==> src/rtl/cpu_memory.sv <==
// 16 x 8-bit program/data memory with a byte-stream loader that holds the CPU in reset
// until LOAD_LEN bytes have been written, then hands the array over to the CPU bus.
module cpu_memory #(
  parameter int unsigned LOAD_LEN = 16,
  parameter logic [7:0]  INIT_VAL = 8'h00
) (
  input  logic       clk,
  input  logic       reset,
  input  logic       read,
  input  logic       write,
  input  logic [3:0] address,
  input  logic [7:0] memoryIn,
  output logic [7:0] memoryOut,
  input  logic       load_start,
  input  logic       load_valid,
  input  logic [7:0] load_data,
  output logic       load_ready,
  output logic       cpu_run,
  output logic       collision
);

  localparam logic [3:0] LastPtr = 4'(LOAD_LEN - 1);

  typedef enum logic [1:0] {
    StIdle,
    StLoad,
    StRun
  } state_e;

  state_e     state_q, state_d;
  logic [3:0] ptr_q, ptr_d;
  logic       collision_q, collision_d;
  logic [7:0] mem_q [16];
  logic [7:0] mem_d [16];

  logic load_accept;
  logic cpu_write;

  assign load_accept = (state_q == StLoad) && load_valid;
  assign cpu_write   = (state_q == StRun) && write;

  always_comb begin
    state_d     = state_q;
    ptr_d       = ptr_q;
    collision_d = collision_q;
    unique case (state_q)
      StIdle: begin
        if (load_start) begin
          state_d = StLoad;
          ptr_d   = 4'd0;
        end
      end
      StLoad: begin
        if (load_valid) begin
          if (ptr_q == LastPtr) begin
            state_d = StRun;
            ptr_d   = 4'd0;
          end else begin
            ptr_d = ptr_q + 4'd1;
          end
        end
      end
      StRun: begin
        if (read && write) begin
          collision_d = 1'b1;
        end
        // A pending CPU write still lands on the edge that leaves RUN.
        if (load_start) begin
          state_d = StLoad;
          ptr_d   = 4'd0;
        end
      end
      default: begin
        state_d = StIdle;
        ptr_d   = 4'd0;
      end
    endcase
  end

  always_comb begin
    mem_d = mem_q;
    if (load_accept) begin
      mem_d[ptr_q] = load_data;
    end
    if (cpu_write) begin
      mem_d[address] = memoryIn;
    end
  end

  always_ff @(posedge clk) begin
    if (!reset) begin
      state_q     <= StIdle;
      ptr_q       <= 4'd0;
      collision_q <= 1'b0;
      for (int i = 0; i < 16; i++) begin
        mem_q[i] <= INIT_VAL;
      end
    end else begin
      state_q     <= state_d;
      ptr_q       <= ptr_d;
      collision_q <= collision_d;
      mem_q       <= mem_d;
    end
  end

  // Reads see the registered array, so a same-cycle write returns the old data.
  always_comb begin
    memoryOut = 8'h00;
    if ((state_q == StRun) && read) begin
      memoryOut = mem_q[address];
    end
  end

  assign load_ready = (state_q == StLoad);
  assign cpu_run    = (state_q == StRun);
  assign collision  = collision_q;

endmodule

==> config.mk <==
export PLATFORM = sky130hd
export DESIGN_NAME = cpu_memory
export DESIGN_NICKNAME = d
export VERILOG_FILES = /design/src/rtl/cpu_memory.sv
export SDC_FILE = /design/constraint.sdc
export NUM_CORES = 1
export LEC_CHECK = 0
export BUFFER_PORTS_ARGS = -buffer_cell sky130_fd_sc_hd__buf_4
export CORE_AREA = 2 2 119 121
export CTS_CLUSTER_SIZE = 28
export DETAILED_ROUTE_END_ITERATION = 12
export DIE_AREA = 0 0 121 123
export PLACE_DENSITY = 0.74
export SYNTH_ARGS = -nofsm -noshare
export SYNTH_HDL_FRONTEND = slang
export SYNTH_SLANG_ARGS = --single-unit
==> constraint.sdc <==
create_clock -name clk -period 2.2 [get_ports clk]
set_input_delay 0.11 -clock clk [delete_from_list [all_inputs] [get_ports clk]]
set_output_delay 0.11 -clock clk [all_outputs]
set_load 0.03 [all_outputs]
==> results.cfg, run 1 <==
[status]
status = finished clean

[setup_path]
cpMaxStageDelayCell = mux4_2
crit_type = reg -> out
critPathLaunchType = flip-flop
regToRegStartpoint = state_q[1]
endpoint_kind = output pin
max_stage_delay_ns = 0.50
startpoint = mem_q[39]
crit_path_cell_trace = mux4_2 > mux2i_1 > o221ai_1 > buf_4
crit_required_ns = 2.09
cp.arrival_ns = 2.02
cp_max_fo = 2

[global_routing]
grt_pass1_vias = 8174
grt_pass1_wl_um = 45200
globalRouteTotalUtil = 0.397
grt_overflow = 0
grt_antenna_before_repair = 0
grt_max_degree = 99

[yosys]
synth.distinct_cells = 42
synth_nets = 990
yosysWarnings = 0
netlist_area_um2 = 7940
ys_ff_latch = 135
seq_area_frac_synth = 0.341
syn_avg_cell_area_um2 = 8.27
syn_inst = 960

[sta]
tightestPinTransition_ns = 0.721
relSlewSlack = 0.519
max_freq_ghz = 0.469
hold_slack_ns = 0.0320
skew_ns = 0.00322
rsz0062_at_grt = no
setup_tns_ns = 0
hold_violations = 0
finalSetupViolCount = 0
report.final.slew_viol_count = 0
fin_crit_ns = 2.13
timing.final.crit_share = 0.970

[clock_network]
clkTransAtPathRegs_ns = 0.05
clkLatencyLatePin_ns = 0.44
cts_buffers = 17
clockBufferDepth = 2
htree_num_levels = 4
postCtsSetupRepairBufs = 0
cts_tree = done
cts_root_buf = clkbuf_16
clock_sinks = 135

[die]
io_pins = 37
die_area_um2 = 14900
die_h_um = 123
initial_core_util = 0.583
core_um2 = 13600
fp.dieW_um = 121
num_rows = 43

[routing]
totalWireLength_um = 29000
first_pass_iters = 6
ant_nets = 0
via_per_inst = 7.71
drt_iter0_drc = 1425
num_vias = 8539
routedWlPerCell_um = 26.2
drc = 0

[finish]
utilization = 0.650
fillers = 1146
design_area_um2 = 8850
synthToLayoutAreaGrowth_pct = 11.5
fin_nets = 948
drive_gt1_frac = 0.166
antenna_cells = 0

[pwr]
p_per_area_nw_per_um2 = 630
power_leakage_nw = 2.59
vdd_drop_max_v = 0.000583

[run]
cap_viol_max_count = 0

[placement]
gp_congestion = 0.952
place_area_um2 = 8280
dp_hpwl_um = 18000
io_buffers = 36

[hold_path]
hp-class = in -> reg
hold_start = load_valid
[through the flow]
step	instances	setup WS, ns	total power, mW
2_1_floorplan	960	0.351	2.75
3_3_place_gp	1076	0.390	2.90
3_5_place_dp	1076	0.331	2.91
4_1_cts	1108	0.0387	5.55
5_1_grt	1108	0.0184	5.68
6_report	1108	0.0660	5.57
[Yosys cell counts (all sizes together)]
cell / instances / area, um^2
nor2: 4 / 15.0
nand2: 83 / 312
nand3b: 4 / 30.0
buf: 64 / 310
or3: 1 / 6.26
and3b: 9 / 78.8
nand4b: 6 / 58.8
nand4: 1 / 6.26
ha: 4 / 50.1
a31oi: 1 / 6.26
nor3b: 5 / 37.5
o21ai: 129 / 646
nor2b: 4 / 25.0
nand3: 62 / 310
a21oi: 5 / 25.0
inv: 12 / 45.0
o221ai: 8 / 70.1
nor3: 128 / 641
mux4: 32 / 721
and2: 1 / 6.26
or2: 17 / 106
o31ai: 1 / 7.51
mux2i: 9 / 90.1
and4b: 5 / 50.1
clkbuf: 82 / 308
and3: 8 / 50.1
or3b: 3 / 26.3
nand2b: 4 / 25.0
o21a: 1 / 7.51
or4: 1 / 7.51
a311oi: 128 / 1130
o2111ai: 2 / 17.5
nand4bb: 1 / 11.3
dfxtp: 135 / 2700
[layout make-up]
class / count / area [um^2] / share of cell area
Multi-Input combinational cell: 667 / 4590 / 0.519
Sequential cell: 135 / 2700 / 0.305
Timing Repair Buffer: 85 / 746 / 0.0843
Clock buffer: 25 / 495 / 0.0560
Tap cell: 180 / 225 / 0.0254
Inverter: 12 / 46.3 / 0.00523
Clock inverter: 4 / 45.0 / 0.00509
[final timing paths]
| path | end | slack, ns | depth (start not counted) |
|---|---|---|---|
| worst max-delay path | memoryOut[7] | 0.07 | 4 |
| worst max register to register | mem_q[49] | 0.28 | 4 |
| worst min register to register | collision | 0.49 | 2 |
| worst min-delay path | ptr_q[1] | 0.03 | 3 |
[report_power, final]
part / total, mW / internal (mW) / switching (mW)
clock: 2.69 / 1.65 / 1.04
sequential: 2.46 / 2.46 / 0.00711
combinational: 0.420 / 0.130 / 0.290
total: 5.57 / 4.23 / 1.34
[worst max-delay path, delay by kind of cell (launching register included)]
kind / cells / cell delay [ns]
buf+inv: 1 / 0.21
mux: 2 / 0.81
flops: 1 / 0.34
compound gates: 1 / 0.23
[metal layers]
layer / GRT usage / part of all wire / vias to the layer above
met4: 0.227 / 0.051 / 0
met2: 0.600 / 0.44 / 795
met1: 0.509 / 0.36 / 3999
met5: 0 / 0 / -
li1: - / - / 3589
met3: 0.117 / 0.14 / 156
[cell families after synthesis]
group / Yosys count / share of synthesized area
AND/OR/NAND/NOR: 347 / 0.227
AO/OA/AOI/OAI: 275 / 0.240
buffers and inverters: 158 / 0.0836
flip-flops: 135 / 0.341
multiplexers: 41 / 0.102
adder cells (fa/ha/maj): 4 / 0.00631
[repair_timing]
action                     in CTS  in global routing
resized for setup               0                  1
hold buffers                    3                  0
setup endpoints to repair       0                  8
hold endpoints to repair        3                  0
[placed cells by master (no fill, tap or decap), types with 9 or more instances in the layout]
cell,instances
a311oi_1,127
dfxtp_1,135
inv_1,11
nand2_1,83
nand3_1,62
or2_2,9
mux4_2,32
buf_4,74
o21ai_0,129
nor3_1,128
clkbuf_16,17
mux2i_1,9
[state kept, by name, indices dropped and copies added (netlist names)]
| name | count |
|---|---|
| mem_q | 128 |
| ptr_q | 4 |
| state_q | 2 |
| collision | 1 |
Note: power is estimated with default switching activity, not from simulation.
==> inputs of run 2 (changes only) <==
--- a/config.mk
+++ b/config.mk
@@ -6,10 +6,11 @@
 export NUM_CORES = 1
 export LEC_CHECK = 0
+export ABC_AREA = 1
 export BUFFER_PORTS_ARGS = -buffer_cell sky130_fd_sc_hd__buf_4
-export CORE_AREA = 2 2 119 121
+export CORE_AREA = 2 2 125 127
 export CTS_CLUSTER_SIZE = 28
 export DETAILED_ROUTE_END_ITERATION = 12
-export DIE_AREA = 0 0 121 123
-export PLACE_DENSITY = 0.74
+export DIE_AREA = 0 0 127 129
+export PLACE_DENSITY = 0.75
 export SYNTH_ARGS = -nofsm -noshare
 export SYNTH_HDL_FRONTEND = slang
==> constraint.sdc (replaced) <==
create_clock -name clk -period 2.2 [get_ports clk]
set_input_delay 0.11 -clock clk [delete_from_list [all_inputs] [get_ports clk]]
set_output_delay 0.11 -clock clk [all_outputs]
set_load 0.05 [all_outputs]
==> run 2 against run 1 <==
Worst hold slack improved by 0.13 ns. Die area up 10%. Routed wire length is 3.1% lower. Critical path depth rose by 1. Fmax rose by 5.8%. Synthesized area increased by 12%. First-iteration DRC count decreased by 20%. Clock skew rose by 0.0025 ns. Synthesized cell count grew 66%. Worst setup slack better by 0.12 ns. Core utilization is 0.14 points higher. Combinational power is 24% higher.
==> results.cfg, run 2 <==
[routing]
drt_iter0_drc = 1145
totalWireLength_um = 28100
via_per_inst = 5.39
routedWlPerCell_um = 15.8
num_vias = 9579
ant_nets = 0
drc = 0
first_pass_iters = 6

[setup_path]
cp_max_fo = 8
cpMaxStageDelayCell = dfxtp_1
crit_cells = 5
reg2reg_depth = 9
cp.arrival_ns = 1.91
crit_path_cell_trace = nand2_1 > inv_1 > nand2_1 > nor2_1 > buf_4
cpLargestDelayFamily = simple AND/OR/NAND/NOR gates
worst-path-buf-inv = 2
crit_required_ns = 2.09
critPathLaunchType = flip-flop
crit_type = reg -> out
cp_common_cell = nand2_1
endpoint_kind = output pin
max_stage_delay_ns = 0.43

[yosys]
netlist_area_um2 = 8910
ys_ff_latch = 135
syn_inst = 1593
synth_nets = 1623
synthFlopType = dfxtp_1
netlist_top_cells_count = 641 x nand2_1, 263 x inv_1, 242 x nand3_1, 135 x dfxtp_1, 117 x o21ai_0
synth_area_leader_cell = dfxtp_1
synth_area_leaders = dfxtp_1 30%, nand2_1 27%, nand3_1 14%
synth_edf_count = 0
yosysTopAreaCellShare = 0.303
yosysWarnings = 0
seq_area_frac_synth = 0.303
synth.distinct_cells = 24
synth-async-reset-ratio = 0
syn_avg_cell_area_um2 = 5.59
yosysMostFrequentCell = nand2_1

[die]
die_area_um2 = 16400
num_rows = 45
die_h_um = 129
io_pins = 37
core_um2 = 15000
fp.dieW_um = 127
initial_core_util = 0.595

[clock_network]
clkTransAtPathRegs_ns = 0.06
clockBufferDepth = 2
postCtsSetupRepairBufs = 0
cts_root_buf = clkbuf_16
cts_tree = done
clkLatencyLatePin_ns = 0.43
clock_sinks = 135
cts_hold_buf = 4
htree_num_levels = 4
cts_resized = 0
cts_buffers = 17

[sta]
fin_crit_ns = 2.02
rsz0062_at_grt = no
tightestPinTransition_ns = 0.650
timing.final.crit_share = 0.917
setup_slack_ns = 0.182
hold_violations = 0
max_freq_ghz = 0.496
setup_tns_ns = 0
relSlewSlack = 0.566
report.final.slew_viol_count = 0
skew_ns = 0.00574
finalSetupViolCount = 0

[finish]
drive_gt1_frac = 0.0704
regMostFlops = mem_q
reg_top3 = mem_q (128), ptr_q (4), state_q (2)
fin_nets = 1609
synthToLayoutAreaGrowth_pct = 9.54
layout_commonest_cell = nand2_1
fillers = 1439
final_cell_mix = 641 x nand2_1, 262 x inv_1, 242 x nand3_1
utilization = 0.652
largest_reg_flops = 128
final_cells = 1778
antenna_cells = 0

[global_routing]
grt_max_degree = 67
grt_overflow = 0
grt_pass1_vias = 8611
grt_pass1_wl_um = 45100
grt_antenna_before_repair = 0
globalRouteTotalUtil = 0.352

[pwr]
power_leakage_nw = 6.03
vdd_drop_max_v = 0.000588
p_per_area_nw_per_um2 = 574

[placement]
place_inst = 1744
io_buffers = 36
gp_congestion = 0.901
dp_hpwl_um = 17100
dp_slack_ns = 0.398

[run]
cap_viol_max_count = 0

[status]
status = finished clean

[hold_path]
hold_depth = 3
hp-class = in -> reg
-- run 2: cell types whose count changed after synthesis, moves of 32 or more --
cell	previous run	this run
mux4_2	32	0
nor3_1	128	3
nor2_1	4	47
a311oi_1	127	0
nand2_1	83	641
inv_1	11	263
clkbuf_1	82	44
nand3_1	62	242
-- run 2: logic make-up (layout without fill, tap and decap cells) --
group           count (synthesis)  in the layout  synth area share
simple gates                  949            949             0.447
xor+xnor                        1              1          0.000983
fa+ha+maj                       4              4           0.00562
compound gates                134            134            0.0754
buf+inv                       370            367             0.168
flops                         135            135             0.303
-- run 2: final timing paths --
| kind | startpoint | to | slack (ns) |
|---|---|---|---|
| max | state_q[1] | memoryOut[7] | 0.18 |
| max reg2reg | state_q[0] | mem_q[106] | 0.33 |
| min reg2reg | ptr_q[1] | ptr_q[1] | 0.51 |
| min | memoryIn[7] | mem_q[7] | 0.16 |
-- run 2: worst min-delay path, stage by stage --
cell	delay, ns
buf_4	0.20
o21ai_0	0.18
nor2_1	0.05
-- run 2: cell type report --
class                           instances  area [um^2]  share of cell area
Multi-Input combinational cell       1088         4720               0.483
Sequential cell                       135         2700               0.277
Inverter                              267         1000               0.103
Timing Repair Buffer                   70          586              0.0600
Clock buffer                           25          465              0.0477
Tap cell                              188          235              0.0241
Clock inverter                          5         50.0             0.00513
-- run 2: power by group --
group / internal, mW / leakage (nW) / switching (mW)
Sequential: 2.46 / 1.09 / 0.00802
Clock: 1.56 / 0.255 / 1.05
Combinational: 0.132 / 4.68 / 0.390
-- run 2: metrics by stage --
step | total power, mW | area [um^2] | hold WS [ns]
final | 5.60 | 9760 | 0.161
after global routing | 5.77 | 9760 | 0.190
after CTS | 5.61 | 9760 | 0.152
after detailed placement | 3.02 | 9200 | 0.384
after global placement | 3.02 | 9200 | 0.379
after floorplan | 2.83 | 8910 | 0.274
-- run 2: metal layers --
layer  global-route usage  part of all wire  vias up
met5                    0                 0        -
met4                0.160             0.041        0
met3               0.0632             0.093       89
met2                0.567              0.45      427
met1                0.462              0.42     4273
li1                     -                 -     4790
==> inputs of run 3 (changes only) <==
ABC_AREA = unset   (was 1)
CORE_AREA = 2 2 119 121   (was 2 2 125 127)
DIE_AREA = 0 0 121 123   (was 0 0 127 129)
PLACE_DENSITY = 0.74   (was 0.75)
==> run 3 against run 2 <==
Routed wire length is 6.6% higher. Critical path depth down 1. Non-clock buffer count is 9 higher. Critical endpoint unchanged.
==> results.cfg, run 3 (same netlist as run 1, synthesis figures left out) <==
[setup_path]
reg2reg_to = mem_q[82]
startpoint = state_q[1]
crit_path_end = memoryOut[7]
endpoint_kind = output pin
critPathLaunchType = flip-flop
cp_max_fo = 8
regToRegStartpoint = state_q[1]
crit_required_ns = 2.09
cp.arrival_ns = 2.02
crit_type = reg -> out
reg2reg_depth = 4
ff2ff_setup_slack_ns = 0.20

[placement]
place_area_um2 = 8230
gp_congestion = 0.980
dp_slack_ns = 0.0878
dp_hpwl_um = 18000
io_buffers = 36

[sta]
setup_slack_ns = 0.0699
fin_crit_ns = 2.13
finalSetupViolCount = 0
skew_ns = 0.00735
timing.final.crit_share = 0.968
setup_tns_ns = 0
relSlewSlack = 0.506
hold_violations = 0
report.final.slew_viol_count = 0
tightestPinTransition_ns = 0.741
rsz0062_at_grt = no
max_freq_ghz = 0.469
hold_slack_ns = 0.0323

[clock_network]
clkTransAtPathRegs_ns = 0.05
cts_tree = done
htree_num_levels = 4
cts_root_buf = clkbuf_16
postCtsSetupRepairBufs = 0
clock_sinks = 135
clkLatencyLatePin_ns = 0.43
clockBufferDepth = 2
cts_buffers = 17

[global_routing]
grt_antenna_before_repair = 0
globalRouteTotalUtil = 0.409
grt_pass1_vias = 8400
grt_overflow = 0
grt_pass1_wl_um = 46700
grt_max_degree = 128

[pwr]
power_leakage_nw = 2.59
vdd_drop_max_v = 0.000540
p_per_area_nw_per_um2 = 656

[finish]
largest_reg_flops = 128
drive_gt1_frac = 0.166
reg_top3 = mem_q (128), ptr_q (4), state_q (2)
utilization = 0.651
design_area_um2 = 8860
layout_commonest_cell = dfxtp_1
synthToLayoutAreaGrowth_pct = 11.6
fin_nets = 942
final_cell_mix = 135 x dfxtp_1, 129 x o21ai_0, 128 x nor3_1
regMostFlops = mem_q

[routing]
drt_iter0_drc = 1541
drc = 0
num_vias = 8494
routedWlPerCell_um = 27.1
ant_nets = 0
via_per_inst = 7.68
first_pass_iters = 6
totalWireLength_um = 30000

[die]
fp.dieW_um = 121
io_pins = 37
die_area_um2 = 14900
core_um2 = 13600
die_h_um = 123
initial_core_util = 0.583
num_rows = 43

[hold_path]
hp-class = in -> reg

[run]
cap_viol_max_count = 0

[status]
status = finished clean
run 3: cell types whose count changed in the layout (fill, tap and decap cells not counted), sizes merged, moves of 54 or more:
| cell | before | now |
|---|---|---|
| a311oi | 0 | 128 |
| inv | 267 | 11 |
| nor3 | 3 | 128 |
| nor2 | 58 | 4 |
| nand2 | 645 | 83 |
| nand3 | 243 | 62 |
run 3: repair_timing:
item | CTS | global route
hold buffers | 2 | 0
endpoints found under the setup margin | 0 | 8
gates resized for setup | 0 | 1
endpoints found under the hold margin | 3 | 0
run 3: how the worst min path moves through the flow:
stage | from | endpoint | slack (ns) | depth (start not counted)
CTS | load_start | ptr_q[2] | 0.02 | 4
global route | load_start | state_q[1] | 0.05 | 3
detailed placement | reset | state_q[1] | 0.35 | 2
finish | load_start | ptr_q[2] | 0.03 | 4
floorplan | reset | ptr_q[2] | 0.23 | 2
global placement | reset | state_q[1] | 0.34 | 2
run 3: critical path: stages, from the launching register on:
cell      delay (ns)
dfxtp_1         0.44
and3b_2         0.33
nand3b_1        0.26
o221ai_1        0.32
buf_4           0.25
run 3: metal layers:
layer | up-vias | part of all wire | global-route usage
li1 | 3579 | - | -
met1 | 3986 | 0.36 | 0.518
met2 | 744 | 0.44 | 0.608
met3 | 185 | 0.14 | 0.110
met4 | 0 | 0.065 | 0.281
met5 | - | 0 | 0
run 3: report_power, final:
part / switching (mW) / internal [mW]
clock network: 1.09 / 1.84
registers: 0.00734 / 2.46
logic: 0.293 / 0.118
run 3: layout make-up:
class,count,area [um^2]
multi-input combinational,667,4590
timing repair buffer,79,686
antenna,1,2.50
tap,180,225
clock inverter,7,90.1
sequential,135,2700
fill,1130,4750
inverter,12,46.3
clock buffer,25,515
run 3: per-stage QoR:
stage,std cells,power (mW)
final,1106,5.81
after detailed placement,1071,2.90
after CTS,1105,5.78
after global routing,1105,5.92
after floorplan,960,2.75
after global placement,1071,2.90
